<file path="src/rtl/rom_load_ctrl.sv">
// ROM download controller: decodes HPS ioctl bytes into ROM region writes, captures DIP bytes,
// and sequences core reset. States: WAIT_ROM idle | LOADING bytes | DRAIN finish buffer | HOLD count | RUN.
module rom_load_ctrl #(
  parameter int unsigned RST_HOLD  = 16,
  parameter logic [7:0]  DIP_INDEX = 8'd254
) (
  input  logic        clk_sys,
  input  logic        reset_n,
  input  logic        ioctl_download,
  input  logic [7:0]  ioctl_index,
  input  logic        ioctl_wr,
  input  logic [24:0] ioctl_addr,
  input  logic [7:0]  ioctl_dout,
  output logic        ioctl_wait,
  output logic [3:0]  rom_cs,
  output logic [14:0] rom_addr,
  output logic [7:0]  rom_data,
  output logic        rom_we,
  input  logic        rom_ack,
  output logic [23:0] dip_sw,
  output logic        core_reset,
  output logic        load_done,
  output logic        wr_err
);

  typedef enum logic [2:0] {WAIT_ROM, LOADING, DRAIN, HOLD, RUN} state_t;

  state_t      state_q, state_d;
  logic [7:0]  hold_q, hold_d;
  logic        load_done_q, load_done_d;
  logic        rom_we_q, rom_we_d;
  logic [3:0]  rom_cs_q, rom_cs_d;
  logic [14:0] rom_addr_q, rom_addr_d;
  logic [7:0]  rom_data_q, rom_data_d;
  logic        wr_err_q, wr_err_d;
  logic [23:0] dip_q, dip_d;
  logic        dl_q;

  logic        map_hit;
  logic [3:0]  map_cs;
  logic [14:0] map_off;
  logic        rom_stb, buf_free, accept, dip_stb, rom_start;

  always_comb begin
    map_hit = 1'b1;
    map_cs  = 4'b0000;
    map_off = 15'd0;
    if (ioctl_addr < 25'h08000) begin
      map_cs  = 4'b0001;
      map_off = ioctl_addr[14:0];
    end else if (ioctl_addr < 25'h0A000) begin
      map_cs  = 4'b0010;
      map_off = 15'(ioctl_addr - 25'h08000);
    end else if (ioctl_addr < 25'h0E000) begin
      map_cs  = 4'b0100;
      map_off = 15'(ioctl_addr - 25'h0A000);
    end else if (ioctl_addr < 25'h0E100) begin
      map_cs  = 4'b1000;
      map_off = 15'(ioctl_addr - 25'h0E000);
    end else begin
      map_hit = 1'b0;
    end
  end

  // A download is only recognised on a 0->1 edge of ioctl_download, so one
  // that was already running across a reset stays ignored.
  assign rom_start = ioctl_download & ~dl_q & (ioctl_index == 8'd0);
  assign rom_stb   = ioctl_download & ioctl_wr & (ioctl_index == 8'd0) &
                     (state_q == LOADING) & map_hit;
  assign buf_free  = ~rom_we_q | rom_ack;
  assign accept    = rom_stb & buf_free;
  assign dip_stb   = ioctl_download & ioctl_wr & (ioctl_index == DIP_INDEX) &
                     (ioctl_addr < 25'd3);

  always_comb begin
    state_d     = state_q;
    hold_d      = hold_q;
    load_done_d = load_done_q;
    case (state_q)
      WAIT_ROM: if (rom_start) state_d = LOADING;
      LOADING:  if (!ioctl_download) state_d = DRAIN;
      DRAIN: begin
        if (rom_start) begin
          state_d = LOADING;
        end else if (!rom_we_q) begin
          hold_d  = 8'(RST_HOLD);
          state_d = HOLD;
        end
      end
      HOLD: begin
        if (rom_start) begin
          state_d = LOADING;
        end else begin
          hold_d = hold_q - 8'd1;
          if (hold_q == 8'd1) begin
            state_d     = RUN;
            load_done_d = 1'b1;
          end
        end
      end
      RUN:      if (rom_start) state_d = LOADING;
      default:  state_d = WAIT_ROM;
    endcase
  end

  always_comb begin
    rom_we_d   = rom_we_q;
    rom_cs_d   = rom_cs_q;
    rom_addr_d = rom_addr_q;
    rom_data_d = rom_data_q;
    wr_err_d   = wr_err_q | (rom_stb & ~buf_free);
    dip_d      = dip_q;
    if (accept) begin
      rom_we_d   = 1'b1;
      rom_cs_d   = map_cs;
      rom_addr_d = map_off;
      rom_data_d = ioctl_dout;
    end else if (rom_we_q && rom_ack) begin
      rom_we_d = 1'b0;
      rom_cs_d = 4'b0000;
    end
    if (dip_stb) begin
      case (ioctl_addr[1:0])
        2'd0:    dip_d[7:0]   = ioctl_dout;
        2'd1:    dip_d[15:8]  = ioctl_dout;
        default: dip_d[23:16] = ioctl_dout;
      endcase
    end
  end

  always_ff @(posedge clk_sys) begin
    if (!reset_n) begin
      state_q     <= WAIT_ROM;
      hold_q      <= 8'd0;
      load_done_q <= 1'b0;
      rom_we_q    <= 1'b0;
      rom_cs_q    <= 4'b0000;
      rom_addr_q  <= 15'd0;
      rom_data_q  <= 8'd0;
      wr_err_q    <= 1'b0;
      dip_q       <= 24'h000000;
      dl_q        <= 1'b1;
    end else begin
      state_q     <= state_d;
      hold_q      <= hold_d;
      load_done_q <= load_done_d;
      rom_we_q    <= rom_we_d;
      rom_cs_q    <= rom_cs_d;
      rom_addr_q  <= rom_addr_d;
      rom_data_q  <= rom_data_d;
      wr_err_q    <= wr_err_d;
      dip_q       <= dip_d;
      dl_q        <= ioctl_download;
    end
  end

  assign ioctl_wait = rom_we_q;
  assign rom_we     = rom_we_q;
  assign rom_cs     = rom_cs_q;
  assign rom_addr   = rom_addr_q;
  assign rom_data   = rom_data_q;
  assign wr_err     = wr_err_q;
  assign dip_sw     = dip_q;
  assign load_done  = load_done_q;
  assign core_reset = (state_q != RUN);

endmodule

</file>
<file path="config.mk">
export PLATFORM = sky130hd
export DESIGN_NAME = rom_load_ctrl
export DESIGN_NICKNAME = d
export VERILOG_FILES = /design/src/rtl/rom_load_ctrl.sv
export SDC_FILE = /design/constraint.sdc
export NUM_CORES = 1
export LEC_CHECK = 0
export BUFFER_PORTS_ARGS = -buffer_cell sky130_fd_sc_hd__buf_2
export CORE_MARGIN = 2
export CORE_UTILIZATION = 50
export CTS_CLUSTER_DIAMETER = 60
export CTS_CLUSTER_SIZE = 28
export DETAILED_ROUTE_END_ITERATION = 6
export GPL_TIMING_DRIVEN = 0
export PLACE_DENSITY = 0.8
export SETUP_SLACK_MARGIN = 0.4
export SLEW_MARGIN = 5
export SYNTH_ARGS = -nofsm -noshare
export SYNTH_HDL_FRONTEND = slang
export SYNTH_SLANG_ARGS = --single-unit
</file>
<file path="constraint.sdc">
create_clock -name clk_sys -period 2.6 [get_ports clk_sys]
set_input_delay 0.26 -clock clk_sys [delete_from_list [all_inputs] [get_ports clk_sys]]
set_output_delay 0.26 -clock clk_sys [all_outputs]
set_load 0.05 [all_outputs]
</file>
Word level (Yosys, flattened, before mapping)
Index checks and enable logic that the tools add are counted.
Storage, ports and cells
  flip-flop bits (word level): 66
  input bits: 46
  output and inout port bits: 56
Cells by class
  $add $sub $neg: 4
  $lt $le $gt $ge: 5
  equality and inequality tests: 15
  mux-type cells: 27
  bitwise logic cells: 17
  reduce and logical (&&, ||, !) cells: 14
Operator list (count)
  less-than comparator 25 x 16 -> 1 bit (second input constant): 4
  2-to-1 mux 15 bit: 4
  less-than comparator 25 x 2 -> 1 bit (second input constant): 1
  2-to-1 mux 4 bit: 6
  2-to-1 mux 8 bit: 3
  2-to-1 mux 3 bit: 6
  one-hot mux 8 bit (2 select lines): 1
  subtractor 15 x 1 -> 15 bit (second input constant): 1
  subtractor 15 x 14 -> 15 bit (second input constant): 1
  subtractor 15 bit (second input constant): 1
  one-hot mux 3 bit (4 select lines): 1
  AND 1 bit: 10
  != test 3 bit (second input constant): 3
  == test 8 x 1 -> 1 bit (second input constant): 1
  == test 8 bit (second input constant): 1
  zero test 8 bit: 1
  != test 2 bit (second input constant): 4
  AND reduction 4 bit: 2
  subtractor 8 x 1 -> 8 bit (second input constant): 1
  == test 3 x 2 -> 1 bit (second input constant): 2
  2-to-1 mux 1 bit: 6
  AND reduction 2 bit: 3
  inverter 1 bit: 5
  nonzero test 2 bit: 2
  other kinds (10): 12

Depth between registers and ports, before layout
Gate-level depths: netlist (run 1).
  word-level depth: 8
  mapped depth: 9
  depth with buffers taken out: 7

Worst setup path before layout (run 1)
Ideal clock, no wire load.
  path type: input to register
  start point: in ioctl_addr[11]
  end point: reg dip_q[16] (netlist: dip_sw[16])
  setup time: 0.128 ns
  data arrival time: 1.838 ns
  slack: 0.635 ns
  stages: 5
  path buffers: 0
  cell sequence: or4_4 -> o41ai_4 -> nand4_4 -> mux2i_1 -> nor2_1
On the way
  cells in the longest elaborated chain, start to end: 3
RTL lines
  start: declaration: RTL line 12  | input logic [24:0] ioctl_addr,
  less-than comparator 25 x 2 -> 1 bit: RTL line 73  | (ioctl_addr < 25'd3);
  AND 1 bit: RTL line 72  | assign dip_stb = ioctl_download & ioctl_wr & (ioctl_index == DIP_INDEX) &
  AND reduction 2 bit (no line)
  end signal: assignment: RTL line 152  | dip_q <= dip_d;
  end: declaration: RTL line 36  | logic [23:0] dip_q, dip_d;
No other way between the ends.
A chain may end at the register's enable or synchronous reset.

Worst setup path after layout (run 1)
  start point: reg state_q[0]
  end point: reg rom_addr_q[13] (netlist: rom_addr[13])
On the way
  cells in the longest elaborated chain, start to end: 4
RTL lines
  start: declaration: RTL line 28  | state_t state_q, state_d;
  start signal: assignment: RTL line 144  | state_q <= state_d;
  == test 3 x 1 -> 1 bit: RTL line 69  | (state_q == LOADING) & map_hit;
  AND 1 bit: RTL line 68  | assign rom_stb = ioctl_download & ioctl_wr & (ioctl_index == 8'd0) &
  AND 1 bit: RTL line 69
  AND 1 bit: RTL line 71  | assign accept = rom_stb & buf_free;
  end signal: assignment: RTL line 149  | rom_addr_q <= rom_addr_d;
  end: declaration: RTL line 33  | logic [14:0] rom_addr_q, rom_addr_d;
No other way between the ends.

==> flow_metrics.py, run 1 <==
metrics = {
    "status": {
        "outcome": "finished clean",
    },
    "floorplan": {
        "core-area_mm2": 0.00561,
        "io_pins": 102,
        "rows": 27,
        "die_area_mm2": 0.00653,
        "dieWidth_um": 80.8,
        "die_y_um": 80.8,
        "start_util_pct": 52.6,
    },
    "setup_path": {
        "max_stage_delay_ns": 0.36,
        "critPathRequiredTime_ns": 2.80,
        "cp_num_buf_inv": 2,
        "cp_cell_sequence": "clkbuf_2 > nor4bb_2 > and3_1 > nand4_1 > buf_2 > a311oi_1 > a211oi_1",
        "crit_path_top_delay_cell": "a311oi_1",
        "startpoint_type": "flop",
        "crit_fanout": 10,
        "endpoint_kind": "flop",
        "crit_family": "simple AND/OR/NAND/NOR gates",
        "crit_arrival_ns": 2.18,
        "worstSetupPathType": "reg2reg",
    },
    "cells_and_area": {
        "area_growth_pct": 27.4,
        "layout-drive-gt1-share_pct": 33.6,
        "regArea_mm2": 0.00132,
        "diodes": 0,
        "nFillCells": 482,
        "nNetsFinal": 475,
        "stdcell_count": 501,
        "multiInputGateArea_mm2": 0.00151,
    },
    "route": {
        "drt_wl_total_um": 7730,
        "wl_per_cell_um": 15.4,
        "ant_nets": 0,
        "viasPerCell": 5.60,
        "drt_iter0_markers": 134,
        "drc": 0,
        "dr.pass1.iters": 4,
        "vias": 2804,
    },
    "power": {
        "power_per_cell_area_mw_per_mm2": 564,
        "vdd.ir_drop.worst_mv": 0.385,
        "leakage_nw": 1.84,
    },
    "global_route": {
        "grtUsageTotal_pct": 24.7,
        "grt_overflow": 0,
        "antenna_found_initial": 0,
        "grt_max_degree": 12,
        "grt_pass1_vias": 2682,
        "grt_pass1_wl_um": 12400,
    },
    "sta": {
        "layout_min_cycle_time_ns": 1.97,
        "fmaxAchievable_mhz": 507,
        "rsz0062_at_grt": "no",
        "setup_tns_ns": 0,
        "slew_viol_final": 0,
        "finClkSkew_ns": 0.00738,
        "worst_pin_slew_ns": 0.538,
        "period_share_pct": 75.9,
        "setup_viol": 0,
        "maxSlewHeadroom_pct": 64.1,
        "finalHoldViolCount": 0,
    },
    "placement": {
        "dpl.hpwl_um": 5700,
        "portBuffers": 100,
        "gp_congestion": 0.852,
        "place_inst": 485,
    },
    "clock_network": {
        "h-tree-depth": 3,
        "clkSlewWorstSetupHoldPaths_ns": 0.07,
        "tritoncts": "built",
        "cts_root_buf": "clkbuf_8",
        "cts_made_buffers": 9,
        "cts_sinks": 66,
        "hold_buffers": 0,
        "clock_latency_ns": 0.34,
        "clock_path_buffers": 2,
    },
    "synthesis": {
        "netlist_area_mm2": 0.00295,
        "synth_most_common_cell": "dfxtp_1",
        "synth_enable_flop_cells": 0,
        "yosys.area.top_type_share_pct": 44.8,
        "ys_ff_latch": 66,
        "synthCells": 313,
        "synthArstFlopShare_pct": 0,
        "yosysSeqAreaShare_pct": 44.8,
        "syn-num-nets": 364,
        "synth.area.top_cells": "dfxtp_1 45%, mux2i_1 9.8%, nor2_1 5.5%",
        "synth_top_cell_by_area": "dfxtp_1",
        "synthTopCellsByCount": "66 x dfxtp_1, 43 x nor2_1, 29 x mux2i_1",
        "ys_warn_count": 0,
        "synthDistinctLibCells": 55,
        "synthFlopType": "dfxtp_1",
        "avgSynthCellArea_um2": 9.43,
    },
    "flow_run": {
        "max-cap-violations": 0,
    },
    "min_path": {
        "worstHoldPathType": "in2reg",
    },
}
-- path summary, 6_finish.rpt --
kind / start / endpoint / slack [ns] / cells past startpoint
hold reg to reg: dip_sw[14]$_SDFFE_PN0P_ / dip_sw[14]$_SDFFE_PN0P_ / 0.45 / 2
hold / removal: ioctl_addr[4] / rom_addr[4]$_SDFFE_PN0P_ / 0.16 / 3
setup reg to reg: state_q[0]$_SDFFE_PN0P_ / rom_addr[13]$_SDFFE_PN0P_ / 0.63 / 7
setup / recovery: state_q[0]$_SDFFE_PN0P_ / rom_addr[13]$_SDFFE_PN0P_ / 0.63 / 7
-- final cells by class --
cell class | instances | share of cell area (%)
multi-input cells | 222 | 40.2
flip-flops and latches | 66 | 35.2
repair buffers | 100 | 13.3
clock buffers | 11 | 3.50
well taps | 72 | 2.40
plain buffers | 15 | 2.30
clock inverters | 5 | 2.10
inverters | 10 | 0.999
-- logic make-up after synthesis --
| kind of cell | synth area share [%] |
|---|---|
| compound gates | 14.0 |
| buf+inv | 4.16 |
| simple gates | 25.1 |
| fa+ha+maj | 2.12 |
| flops | 44.8 |
| mux | 9.84 |
-- where the power goes --
| group | switching [mW] | leakage (nW) | total (mW) | internal, mW |
|---|---|---|---|---|
| registers | 0.00773 | 0.532 | 1.03 | 1.02 |
| clock network | 0.385 | 0.107 | 0.924 | 0.539 |
| logic | 0.107 | 1.20 | 0.172 | 0.0647 |
-- worst reg2reg max path: stages (launching register included) --
cell and delay (ns):
dfxtp_1 0.31, clkbuf_2 0.20, nor4bb_2 0.32, and3_1 0.23, nand4_1 0.10, buf_2 0.23, a311oi_1 0.36, a211oi_1 0.09
-- flip-flops by register name, summed over array words and instances, names as in the netlist --
register	flops
load_done	1
rom_data	8
rom_addr	15
state_q	3
dl_q	1
dip_sw	24
wr_err	1
ioctl_wait	1
hold_q	8
rom_cs	4
-- layout by cell type, fill, tap and decap left out, drive strengths merged, types with 5 or more instances in the layout --
master,n
mux2i,29
or4,6
buf,107
nand2b,5
nor2,43
nand4,7
inv,9
o21ai,21
a21oi,15
dfxtp,66
ha,5
nor3,8
nand2,16
clkbuf,19
nand3,24
-- stage by stage --
step | hold slack (ns) | power [mW] | setup WS (ns) | area, µm² | util (%)
6_report | 0.164 | 2.12 | 0.627 | 3760 | 67.0
4_1_cts | 0.158 | 2.13 | 0.482 | 3750 | 66.9
5_1_grt | 0.179 | 2.20 | 0.433 | 3760 | 67.0
3_5_place_dp | 0.445 | 1.21 | 0.298 | 3540 | 63.1
2_1_floorplan | 0.361 | 1.14 | 0.635 | 2950 | -
3_3_place_gp | 0.433 | 1.21 | 0.367 | 3540 | 63.1
-- metal layers --
metal	vias to the layer above	wire [µm]	track usage, %
met5	-	0	0
met4	0	123	11.2
met3	15	444	5.44
met2	91	3810	40.7
met1	1336	3350	31.0
li1	1362	-	-
-- timing repair --
item,4_1_cts,5_1_grt
buffers inserted,0,0
setup endpoints to repair,0,13
gates resized for setup,0,3
No activity file was read; power rests on OpenSTA's default activity.
==> inputs of run 2 (changes only) <==
==> constraint.sdc (replaced) <==
create_clock -name clk_sys -period 1.84 [get_ports clk_sys]
set_input_delay 0.184 -clock clk_sys [delete_from_list [all_inputs] [get_ports clk_sys]]
set_output_delay 0.184 -clock clk_sys [all_outputs]
set_load 0.05 [all_outputs]
==> flow_metrics.py, run 2 (synthesis gave the netlist of run 1 again) <==
metrics = {
    "clock_network": {
        "h-tree-depth": 3,
        "cts_root_buf": "clkbuf_8",
        "clock_latency_ns": 0.36,
        "clkSlewWorstSetupHoldPaths_ns": 0.08,
        "clock_path_buffers": 2,
        "cts_sinks": 66,
        "cts_made_buffers": 9,
        "tritoncts": "built",
        "hold_buffers": 0,
    },
    "sta": {
        "fmaxAchievable_mhz": 569,
        "period_share_pct": 95.5,
        "maxSlewHeadroom_pct": 46.9,
        "slew_viol_final": 0,
        "layout_min_cycle_time_ns": 1.76,
        "setup_viol": 0,
        "rsz0062_at_grt": "yes",
        "worst_pin_slew_ns": 0.796,
        "finClkSkew_ns": 0.0158,
        "timing.final.ws_setup_ns": 0.0824,
        "finalHoldViolCount": 0,
    },
    "global_route": {
        "grt_pass1_vias": 3059,
        "grt_pass1_wl_um": 14800,
        "grtUsageTotal_pct": 30.1,
        "grt_overflow": 0,
        "grt_max_degree": 12,
        "antenna_found_initial": 0,
    },
    "setup_path": {
        "worstSetupPathType": "in2reg",
        "reg2reg_slack_ns": 0.09,
        "crit_arrival_ns": 1.99,
        "timing.rr.end": "rom_addr[0]$_SDFFE_PN0P_",
        "startpoint_type": "input pin",
        "endpoint_kind": "flop",
        "ff2ff_path_depth": 7,
        "critPathRequiredTime_ns": 2.07,
        "crit_fanout": 9,
        "worstReg2RegStart": "state_q[2]$_SDFFE_PN0P_",
    },
    "power": {
        "sw_frac_of_total_pct": 27.1,
        "switching_power_uw": 830,
        "leakage_nw": 2.16,
        "power_per_cell_area_mw_per_mm2": 672,
        "clock_power_share_pct": 40.1,
        "power.sequential.fraction_pct": 47.5,
        "p_comb_share_pct": 12.4,
        "vdd.ir_drop.worst_mv": 0.718,
        "p_int_mw": 2.23,
        "p_total_mw": 3.06,
    },
    "floorplan": {
        "core-area_mm2": 0.00561,
        "die_y_um": 80.8,
        "start_util_pct": 52.6,
        "io_pins": 102,
        "die_area_mm2": 0.00653,
        "dieWidth_um": 80.8,
        "rows": 27,
    },
    "status": {
        "outcome": "finished clean",
    },
    "route": {
        "vias": 3287,
        "wl_per_cell_um": 20.1,
        "ant_nets": 0,
        "drc": 0,
        "drt_wl_total_um": 11000,
        "drt_iter0_markers": 291,
        "viasPerCell": 6.02,
        "dr.pass1.iters": 5,
    },
    "cells_and_area": {
        "diodes": 0,
        "most-common-layout-cells": "95 x buf_2, 60 x dfxtp_1, 39 x nor2_1, 27 x mux2i_1, 26 x buf_4",
        "nNetsFinal": 520,
        "largest_register_ff_count": 24,
        "layout-drive-gt1-share_pct": 50.8,
        "nFillCells": 315,
        "area_growth_pct": 54.2,
        "stdcell_count": 546,
        "mostFrequentLayoutCell": "buf_2",
    },
    "min_path": {
        "hold_path_depth": 3,
        "worstHoldPathType": "in2reg",
        "hold_end": "rom_addr[6]$_SDFFE_PN0P_",
        "min_from": "ioctl_addr[6]",
    },
    "placement": {
        "portBuffers": 100,
        "gp_congestion": 0.869,
        "dpl.hpwl_um": 5650,
        "pre_cts_ws_ns": -0.344,
        "place_inst": 485,
    },
    "flow_run": {
        "max-cap-violations": 0,
    },
}
run 2: final cells by class:
cell class	instances	area (µm²)	share of cell area [%]
multi-input combinational	222	1780	39.1
inverter	10	41.3	0.907
timing repair buffer	145	995	21.9
tap	72	90.1	1.98
clock inverter	5	55.1	1.21
sequential	66	1330	29.3
clock buffer	11	131	2.89
buffer	15	124	2.72
run 2: per-stage QoR:
step	util, %	cell area [µm²]	TNS (ns)	hold slack (ns)
3_3_place_gp	64.3	3600	-9.52	0.430
4_1_cts	76.1	4270	0	0.0715
6_report	81.1	4550	0	0.0683
3_5_place_dp	64.3	3600	-10.83	0.436
2_1_floorplan	-	3010	-0.356	0.285
5_1_grt	81.1	4550	0	0.0786
run 2: worst max-delay path: stages:
cell	delay [ns]
buf_6	0.09
or4_4	0.55
nor4_4	0.35
nand4_1	0.22
buf_6	0.21
clkbuf_16	0.17
mux2i_4	0.17
nor2_2	0.05
run 2: per-layer routing:
| metal | routed length, µm | GRT usage, % |
|---|---|---|
| met2 | 5540 | 50.7 |
| met5 | 0 | 0 |
| met1 | 4020 | 34.1 |
| met4 | 391 | 11.7 |
| met3 | 1050 | 12.0 |
run 2: worst max path at each step:
stage	start	end	slack, ns	depth (start not counted)
5_1_grt	ioctl_addr[17]	rom_data[0]$_SDFFE_PN0P_	0.02	8
4_1_cts	ioctl_addr[17]	rom_addr[0]$_SDFFE_PN0P_	0.16	8
3_3_place_gp	ioctl_addr[5]	dip_sw[22]$_SDFFE_PN0P_	-0.33	6
3_5_place_dp	ioctl_addr[5]	dip_sw[18]$_SDFFE_PN0P_	-0.34	6
2_1_floorplan	ioctl_addr[5]	dip_sw[16]$_SDFFE_PN0P_	-0.04	5
6_report	ioctl_addr[17]	rom_addr[0]$_SDFFE_PN0P_	0.08	8
run 2: power groups by stage:
stage	Clock (mW)	Combinational, mW	Sequential, mW
final	1.23	0.381	1.45
after global routing	1.28	0.403	1.45
after CTS	1.19	0.304	1.45
after detailed placement	0	0.241	1.48
after global placement	0	0.236	1.48
after floorplan	0	0.137	1.48
run 2: repair_timing:
action                                  CTS  global route
gates resized for setup                  49            41
endpoints found under the setup margin   57            65
pin swaps                                30            16
cloned                                    3             1
buffers inserted                         30            11
